### src/rtl/normalize_left_48.sv
// normalize_left_48: 3-stage elastic leading-zero count and left-shift normalizer.
// Ports: clk/rst (sync, active-high); in_valid/in_ready/in_mant/in_exp upstream handshake;
// out_valid/out_ready downstream handshake; out_mant normalized mantissa, out_exp adjusted
// exponent, out_shift applied shift, out_zero zero mantissa, out_uf exponent underflow.
module normalize_left_48 #(
  parameter int W  = 48,
  parameter int SW = 6,
  parameter int EW = 10
) (
  input  logic          clk,
  input  logic          rst,
  input  logic          in_valid,
  output logic          in_ready,
  input  logic [W-1:0]  in_mant,
  input  logic [EW-1:0] in_exp,
  output logic          out_valid,
  input  logic          out_ready,
  output logic [W-1:0]  out_mant,
  output logic [EW-1:0] out_exp,
  output logic [SW-1:0] out_shift,
  output logic          out_zero,
  output logic          out_uf
);
  logic v1_q, v1_d, v2_q, v2_d, v3_q, v3_d;
  logic [W-1:0] m1_q, m1_d, m2_q, m2_d, m3_q, m3_d;
  logic [EW-1:0] e1_q, e1_d, e2_q, e2_d, e3_q, e3_d;
  logic [SW-1:0] lz1_q, lz1_d, lz2_q, lz2_d, lz3_q, lz3_d;
  logic z3_q, z3_d, uf3_q, uf3_d;
  logic adv1, adv2, adv3, ld1, ld2, ld3, zero, uf;
  logic [SW-1:0] lz;
  // Highest set bit wins because later iterations overwrite earlier ones.
  always_comb begin
    lz = SW'(W);
    for (int i = 0; i < W; i++) if (in_mant[i]) lz = SW'(W - 1 - i);
  end
  always_comb begin
    adv3  = !v3_q || out_ready;
    adv2  = !v2_q || adv3;
    adv1  = !v1_q || adv2;
    ld1   = adv1 && in_valid;
    ld2   = adv2 && v1_q;
    ld3   = adv3 && v2_q;
    zero  = lz2_q == SW'(W);
    uf    = !zero && ({{EW{1'b0}}, lz2_q} > {{SW{1'b0}}, e2_q});
    v1_d  = adv1 ? in_valid : v1_q;
    v2_d  = adv2 ? v1_q : v2_q;
    v3_d  = adv3 ? v2_q : v3_q;
    m1_d  = ld1 ? in_mant : m1_q;
    e1_d  = ld1 ? in_exp : e1_q;
    lz1_d = ld1 ? lz : lz1_q;
    m2_d  = ld2 ? m1_q << {lz1_q[SW-1:3], 3'b000} : m2_q;
    e2_d  = ld2 ? e1_q : e2_q;
    lz2_d = ld2 ? lz1_q : lz2_q;
    m3_d  = ld3 ? m2_q << lz2_q[2:0] : m3_q;
    e3_d  = ld3 ? ((zero || uf) ? '0 : e2_q - EW'(lz2_q)) : e3_q;
    lz3_d = ld3 ? lz2_q : lz3_q;
    z3_d  = ld3 ? zero : z3_q;
    uf3_d = ld3 ? uf : uf3_q;
  end
  always_ff @(posedge clk) begin
    if (rst) begin
      v1_q <= 1'b0; v2_q <= 1'b0; v3_q <= 1'b0;
      m1_q <= '0; m2_q <= '0; m3_q <= '0;
      e1_q <= '0; e2_q <= '0; e3_q <= '0;
      lz1_q <= '0; lz2_q <= '0; lz3_q <= '0;
      z3_q <= 1'b0; uf3_q <= 1'b0;
    end else begin
      v1_q <= v1_d; v2_q <= v2_d; v3_q <= v3_d;
      m1_q <= m1_d; m2_q <= m2_d; m3_q <= m3_d;
      e1_q <= e1_d; e2_q <= e2_d; e3_q <= e3_d;
      lz1_q <= lz1_d; lz2_q <= lz2_d; lz3_q <= lz3_d;
      z3_q <= z3_d; uf3_q <= uf3_d;
    end
  end
  assign in_ready  = adv1;
  assign out_valid = v3_q;
  assign out_mant  = m3_q;
  assign out_exp   = e3_q;
  assign out_shift = lz3_q;
  assign out_zero  = z3_q;
  assign out_uf    = uf3_q;
endmodule

### config.mk
export PLATFORM = sky130hd
export DESIGN_NAME = normalize_left_48
export DESIGN_NICKNAME = d
export VERILOG_FILES = /design/src/rtl/normalize_left_48.sv
export SDC_FILE = /design/constraint.sdc
export NUM_CORES = 1
export LEC_CHECK = 0
export CORE_MARGIN = 4
export CORE_UTILIZATION = 58
export CTS_CLUSTER_SIZE = 16
export DETAILED_ROUTE_END_ITERATION = 16
export DONT_BUFFER_PORTS = 1
export PLACE_DENSITY = 0.74
export SETUP_SLACK_MARGIN = 0.2
export SLEW_MARGIN = 10
export SYNTH_ARGS = -nofsm -noshare
export SYNTH_HDL_FRONTEND = slang
export SYNTH_SLANG_ARGS = --single-unit
### constraint.sdc
create_clock -name clk -period 3.14 [get_ports clk]
set_clock_uncertainty 0.15 [all_clocks]
set_input_delay 0.628 -clock clk [delete_from_list [all_inputs] [get_ports clk]]
set_output_delay 0.628 -clock clk [all_outputs]
set_load 0.05 [all_outputs]
**Word-level counts from Yosys, hierarchy flattened**

Cells that the tools add are included.

- Register bits after elaboration: 197
- Output and inout bits: 68
- Logic and storage cells: 80
- Input port bits: 62

- Multiplexer cells: 49
- $add $sub $neg: 1
- Shift operators: 2
- Reduce and logical (&&, ||, !) cells: 12
- $lt $le $gt $ge: 1
- Eq/ne operators: 1

Operators by type and width:

| cell | count |
|---|---|
| $mux 6 | 47 |
| $shl 48x3->48 | 1 |
| $shl 48x6->48 | 1 |
| $gt 6x10->1 | 1 |
| $mux 10 | 1 |
| $sub 10x6->10 | 1 |
| $eq 6x6->1 const B | 1 |
| $mux 5 | 1 |
| $logic_and 1x1->1 | 4 |
| $logic_not 1->1 | 4 |
| $logic_or 1x1->1 | 4 |

**Longest topological paths before layout**

- Depth in word-level cells: 48
- Gate-level depth with buffers: 10
- Gate-level depth less buffers: 9

**Worst setup path before layout**

OpenSTA, ideal clock, no wires.

- Path kind: register to register
- Start: reg lz2_q[1]
- End: reg e3_q[0] (netlist: out_exp[0])
- Setup time: 0.128 ns
- Data required time: 2.862 ns
- Path slack: 0.299 ns
- Path buffers: 3
- Stages on the path, launching flop included: 11
- Clock period less this slack: 2.841 ns
- Data arrival time: 2.563 ns
- Cells stage by stage: dfxtp_1 -> buf_2 -> buf_1 -> inv_1 -> fa_1 -> a211o_1 -> a21o_1 -> a2111o_1 -> buf_6 -> a32oi_1 -> nor2_1

- Cells in the longest elaborated chain, start to end: 5
- Elaborated cells on any way between the ends: 6
- Classes of those cells: order compare: 1; eq/ne: 1; mux: 1; reduce/logical: 3

Ends and longest elaborated chain:

| item | line | source |
|---|---|---|
| from (decl) | 27 | `logic [SW-1:0] lz1_q, lz1_d, lz2_q, lz2_d, lz3_q, lz3_d;` |
| from (signal assigned) | 71 | `lz1_q <= lz1_d; lz2_q <= lz2_d; lz3_q <= lz3_d;` |
| parallel branches: the longest is 3 deep, another holds $gt 6x10->1 | - |  |
| $logic_or 1x1->1 (*) | 55 | `e3_d = ld3 ? ((zero \|\| uf) ? '0 : e2_q - EW'(lz2_q)) : e3_q;` |
| $mux 10 (*) | 55 |  |
| to (signal assigned) | 64 | `e1_q <= '0; e2_q <= '0; e3_q <= '0;` |
| to (signal assigned) | 70 | `e1_q <= e1_d; e2_q <= e2_d; e3_q <= e3_d;` |
| to (decl) | 26 | `logic [EW-1:0] e1_q, e1_d, e2_q, e2_d, e3_q, e3_d;` |

Every way passes the cells marked *.
A chain may end at the register's enable or synchronous reset.

**Final worst setup path**

- Start: reg e2_q[0]
- End: reg e3_q[1] (netlist: out_exp[1])

- Cells in the longest elaborated chain, start to end: 4
- Elaborated cells on any way between the ends: 5
- Classes of those cells: add/sub: 1; order compare: 1; mux: 1; reduce/logical: 2

Ends and longest elaborated chain:

| item | line | source |
|---|---|---|
| from (decl) | 26 |  |
| from (signal assigned) | 64 |  |
| from (signal assigned) | 70 |  |
| $gt 6x10->1 | 44 | `uf = !zero && ({{EW{1'b0}}, lz2_q} > {{SW{1'b0}}, e2_q});` |
| $logic_and 1x1->1 | 44 |  |
| $logic_or 1x1->1 | 55 |  |
| $mux 10 (*) | 55 |  |

Every way passes the cells marked *; elsewhere a longest branch is shown, timed or not.

==> impl_metrics.csv <==
group,metric,value,unit
run_status,status,"complete, no violations",
clocking,cts-root-buf,"clkbuf_16",
cells_and_area,area_delta_synth_final,6.24,%
global_routing,grt-ovfl-total,0,
setup_path,r2r-end,"out_exp[1]",
clocking,cts_sinks,197,
power_and_ir_drop,p_leak,3.51,nW
timing,hold_ws,0.129,ns
logic_synthesis,synth_flop_cell,"dfxtp_1",
logic_synthesis,yosysMostFrequentCell,"nand2_1",
clocking,cts_buffers,17,
logic_synthesis,synthArstFlopShare,0,%
clocking,post_cts.repair.setup_buffers,0,
timing,worst_pin_slew,1.01,ns
job,drv_cap,0,
setup_path,worstPathMaxFanout,10,
timing,finalCritPeriodShare,83.7,%
die,start_util,60.0,%
setup_path,cp.required,3.31,ns
logic_synthesis,yosys-top-cells-count,"nand2_1 (286), dfxtp_1 (197), nor2_1 (124)",
route,postRouteAntennaNets,0,
die,die_x,140,microns
route,drc,0,
place,dp.cells,1331,
logic_synthesis,synth_warnings,0,
clocking,clkLatencyLatePin,0.44,ns
route,post_drt_wl_per_cell,19.3,microns
setup_path,cp-endpoint,"out_exp[1]",
place,routabilityCongestion,0.873,
logic_synthesis,syn_area_per_cell,8.45,sq um
timing,post-route-min-period,2.63,ns
global_routing,grt_max_degree,195,
global_routing,grt_pass1_vias,8024,
die,fp-row-count,47,
global_routing,grt_pass1_wl,42800,microns
power_and_ir_drop,powerDensity,507,nW/um^2
logic_synthesis,synth_cells,1194,
logic_synthesis,synth_top_area_share,39.1,%
logic_synthesis,ys_types,64,
timing,hold_viol_final,0,
setup_path,crit_start,"e2_q[0]",
setup_path,path_class,"reg -> reg",
place,dp_hpwl,18600,microns
global_routing,antenna_found_initial,0,
die,die-area,19600,sq um
clocking,cts_max_level,4,
logic_synthesis,synthesis.area,10100,sq um
timing,slew_violations,0,
timing,setup_viol,0,
setup_path,worstRegToRegCells,9,
logic_synthesis,synth_edf_count,0,
timing,max_freq,0.380,GHz
logic_synthesis,netlist_top_cells_area,"dfxtp_1 (39%), mux4_2 (13%), nand2_1 (11%)",
timing,rsz0062_at_grt,"false",
global_routing,grt_use_total,26.7,%
setup_path,cp.arrival,2.80,ns
cells_and_area,insertedDiodeCount,0,
cells_and_area,layout.cells.non_filler,1363,
clocking,holdBufCountCts,0,
route,firstDrtPassIters,5,
setup_path,worst_setup_path_start_kind,"flop",
clocking,cts_resized,0,
die,io_pins,130,
die,core_area,16800,sq um
clocking,cts_tree,"built",
timing,setup_tns,0,ns
setup_path,critPathCaptureType,"flop",
logic_synthesis,synth_top_cell_by_area,"dfxtp_1",
clocking,cts_buffer_depth,2,
place,portBuffers,0,
setup_path,r2r_start,"e2_q[0]",
die,die_height,140,microns
cells_and_area,drive_gt1_share,10.8,%
setup_path,r2r_slack,0.51,ns
logic_synthesis,syn_nets,1263,
logic_synthesis,synth-seq-cells,197,
cells_and_area,nNetsFinal,1199,
route,vias,8655,
min_path,hold_path.class,"in -> reg",
clocking,clk_pin_slew,0.07,ns
route,drtIter0Drc,1021,
route,via_per_inst,6.35,
logic_synthesis,yosysSeqAreaShare,39.1,%
power_and_ir_drop,ir_drop,0.000402,V
timing,slew_headroom,32.8,%
route,wl,26300,microns
-- flip-flops by register name, summed over array words and instances, names as in the netlist, 6 cells and up --
signal / flops
lz2_q: 6
e2_q: 10
out_exp: 10
out_shift: 6
lz1_q: 6
e1_q: 10
m2_q: 48
m1_q: 48
out_mant: 48
-- per-stage QoR --
step / instance area [sq um] / util (%) / power, mW / setup slack, ns
3_3_place_gp: 10100 / 60.2 / 3.28 / 0.578
2_1_floorplan: 10100 / - / 3.20 / 0.299
6_report: 10700 / 63.7 / 5.43 / 0.510
3_5_place_dp: 10100 / 60.2 / 3.29 / 0.542
5_1_grt: 10700 / 63.7 / 5.63 / 0.349
4_1_cts: 10700 / 63.7 / 5.45 / 0.512
-- how the worst min path moves through the flow --
stage                  start       end  slack, ns  cells past startpoint
finish                   rst  lz1_q[1]       0.13                      1
global route             rst  m1_q[39]       0.09                      1
detailed placement   e1_q[4]   e2_q[4]       0.29                      2
global placement     e1_q[3]   e2_q[3]       0.29                      2
CTS                      rst  lz1_q[4]       0.11                      1
floorplan           lz1_q[2]  lz2_q[2]       0.28                      2
-- cell families after synthesis --
| kind of cell | count (synthesis) | synth area share (%) |
|---|---|---|
| AOI/OAI and AO/OA | 284 | 18.9 |
| DFF | 197 | 39.1 |
| buffers and inverters | 121 | 4.96 |
| and+or+nand+nor | 501 | 20.8 |
| xor gates and xnor gates | 3 | 0.260 |
| muxes | 81 | 15.0 |
| adders and majority gates | 7 | 0.943 |
-- layout make-up --
class	instances	area (sq um)
multi-input cells	876	5660
clock buffers	21	470
clock inverters	11	121
inverters	22	82.6
repair buffers	16	158
well taps	220	275
fillers	1479	6100
flip-flops and latches	197	3950
-- layout by cell type (no fill, tap or decap), drive strengths merged, types with 4 or more instances in the layout --
master,count
nor2b,16
a32oi,12
a211oi,7
nor3,28
o311a,8
a222oi,8
a21oi,122
a22oi,19
a2111oi,4
nand2,286
inv,24
a311oi,39
nor2,125
mux4,56
o21a,4
ha,6
nor4,20
dfxtp,197
or2,6
or4,4
a211o,10
mux2i,25
clkinv,5
o21ai,23
buf,16
clkbuf,21
nand3,4
-- routing by layer --
layer | GRT usage [%] | up-vias | wire length [microns]
met5 | 0 | - | 0
met4 | 7.50 | 0 | 608
met3 | 7.79 | 45 | 2330
met2 | 40.5 | 349 | 12000
met1 | 37.5 | 4085 | 11400
li1 | - | 4176 | -
-- worst max-delay path, stage by stage (launching register included) --
cell and delay, ns:
dfxtp_1 0.31, inv_1 0.05, ha_1 0.15, inv_1 0.06, fa_1 0.42, a211o_1 0.31, a21o_1 0.19, a2111o_1 0.57
a32oi_1 0.25, nor2_1 0.06
-- power breakdown --
group	leakage, nW	internal (mW)	total (mW)	switching (mW)
Sequential	1.61	2.60	2.81	0.217
Combinational	1.61	0.187	0.425	0.238
Clock	0.290	1.24	2.19	0.952
Total	3.51	4.02	5.43	1.41
No activity file was read; power rests on OpenSTA's default activity.
==> variant, RTL diff (same settings) <==
Set the parameter `W` to 24 (it was 48).
--- a/src/rtl/normalize_left_48.sv
+++ b/src/rtl/normalize_left_48.sv
@@ -3,7 +3,7 @@
 // out_valid/out_ready downstream handshake; out_mant normalized mantissa, out_exp adjusted
 // exponent, out_shift applied shift, out_zero zero mantissa, out_uf exponent underflow.
 module normalize_left_48 #(
-  parameter int W  = 48,
+  parameter int W  = 24,
   parameter int SW = 6,
   parameter int EW = 10
 ) (
Ports: changed (resized in_mant and out_mant); port bits go from 130 to 82. The function was not compared with the original's and may differ.
==> variant against the original RTL <==
First-iteration DRC count down 64%. Sequential share of layout area increased by 1.4 points. Non-clock buffer count decreased by 4. Wire length decreased by 48%. Final area fell by 40%. Synthesized cell count down 39%. Global-route usage shrank 2.8 points. Setup slack better by 0.36 ns. Largest power group is now clock. Critical endpoint is now out_exp[9]$_SDFFE_PP0P_. Total power is 31% lower. Final cell count down 37%. Highest routed layer unchanged. Synthesized area down 42%. Sequential cell count decreased by 75. Sequential power shrank 39%.
==> variant: results (changes against the original RTL) <==
| Metric | Value |
|---|---|
| Critical path peak fanout | 37 (+27) |
| Worst skew pair latency | 0.51 ns (+0.07 ns) |
| Post-layout nets | 751 (-37%) |
| Global placement routability congestion | 0.867 (-0.66%) |
| Rel. slew slack | 45.2% (+12 points) |
| H-tree depth | 4 (unchanged) |
| Pint | 2790 uW (-31%) |
| Leakage | 0.00219 uW (-38%) |
| Final Non-Filler Cells | 853 (-37%) |
| Via density | 5.87 (-7.6%) |
| Hold Path Sink | e1_q[1]$_SDFFE_PP0P_ |
| Seq/Total Area, Yosys | 41.9% (+2.8 points) |
| Fillers | 876 (-41%) |
| 1st-pass router iterations | 7 (+2) |
| Crit path DAT | 2.52 ns (-0.28 ns) |
| FF-to-FF End | out_exp[9]$_SDFFE_PP0P_ |
| Max VDD drop | 0.000341 V (-15%) |
| FF-to-FF Start | out_valid$_SDFFE_PP0P_ |
| First-pass GRT wire length | 22500 microns (-47%) |
| Outcome | finished clean |
| Netlist cell types | 62 (-3.1%) |
| Synth cell count leaders | nand2_1, dfxtp_1, a21oi_1 |
| DRC viols | 0 (unchanged) |
| Placed Area | 5840 sq um (-42%) |
| Clock root buffer | clkbuf_8 |
| DP Wirelength | 9430 microns (-49%) |
| Vias in the first global route | 4755 (-41%) |
| Post-Route WL | 13700 microns (-48%) |
| DRT iter0 DRCs | 369 (-64%) |
| Share of cells above drive strength 1 | 9.86% (-0.90 points) |
| Mapped Cells | 729 (-39%) |
==> variant: changes by cell type after synthesis, moves of 11 or more <==
cell / delta
a21oi_1: -29
mux2_2: +13
mux4_2: -49
a22oi_1: -14
dfxtp_1: -75
a311oi_1: -37
nor4_1: -13
nor2_1: -36
nor2b_1: -11
o21ai_0: -13
nand2_1: -135
clkbuf_1: -38
a32oi_1: -11
==> variant: worst max-delay path, stage by stage (launching register included) <==
cell      delay [ns]
dfxtp_1         0.31
buf_4           0.21
nor2b_1         0.41
nand2b_1        0.17
buf_4           0.34
nor4_1          0.09
and4_1          0.22
a221o_1         0.25
==> variant: worst max path at each step <==
stage	startpoint	to	slack, ns
floorplan	out_valid$_SDFFE_PP0P_	m1_q[12]$_SDFFE_PP0P_	0.63
global placement	out_ready	out_exp[9]$_SDFFE_PP0P_	0.93
detailed placement	out_ready	m2_q[3]$_SDFFE_PP0P_	0.89
CTS	out_valid$_SDFFE_PP0P_	in_ready	0.87
global route	out_valid$_SDFFE_PP0P_	out_exp[9]$_SDFFE_PP0P_	0.76
finish	out_valid$_SDFFE_PP0P_	out_exp[9]$_SDFFE_PP0P_	0.87
==> variant: area by class of cell <==
class                           count  area (sq um)  area share (%)
Multi-Input combinational cell    541          3100            48.5
Clock buffer                       21           449            7.03
Timing Repair Buffer               12          90.1            1.41
Sequential cell                   122          2440            38.2
Tap cell                          133           166            2.60
Inverter                           13          48.8           0.763
Clock inverter                     11          96.3            1.51
==> variant: kinds of logic (layout without fill, tap and decap cells) <==
kind of cell	Yosys count	in the layout	share of synthesized area (%)
buffers and inverters	66	57	5.17
adder cells (fa/ha/maj)	6	6	1.42
AND/OR/NAND/NOR	325	325	24.4
AO/OA/AOI/OAI	151	151	15.5
other	1	1	0.0643
multiplexers	52	52	10.7
flip-flops	122	122	41.9
XOR/XNOR	6	6	0.901
==> variant: layer usage <==
metal / vias up / global-route usage, % / wire length, microns
met5: - / 0 / 0
met4: 0 / 8.12 / 225
met3: 21 / 6.51 / 1120
met2: 195 / 38.0 / 6290
met1: 2302 / 31.6 / 6020
li1: 2485 / - / -
==> variant: power groups by stage <==
stage,clock [uW],combinational [uW],sequential (uW)
floorplan,0,226,1720
global placement,0,235,1740
finish,1780,245,1710
CTS,1800,245,1710
detailed placement,0,242,1740
global route,1860,278,1710
==> variant: metrics by stage <==
step	hold WS, ns	utilization (%)	setup slack (ns)
5_1_grt	0.0204	65.4	0.764
3_3_place_gp	0.286	59.8	0.930
2_1_floorplan	0.282	-	0.634
6_report	0.0383	65.4	0.873
4_1_cts	0.0164	65.3	0.866
3_5_place_dp	0.288	59.8	0.885
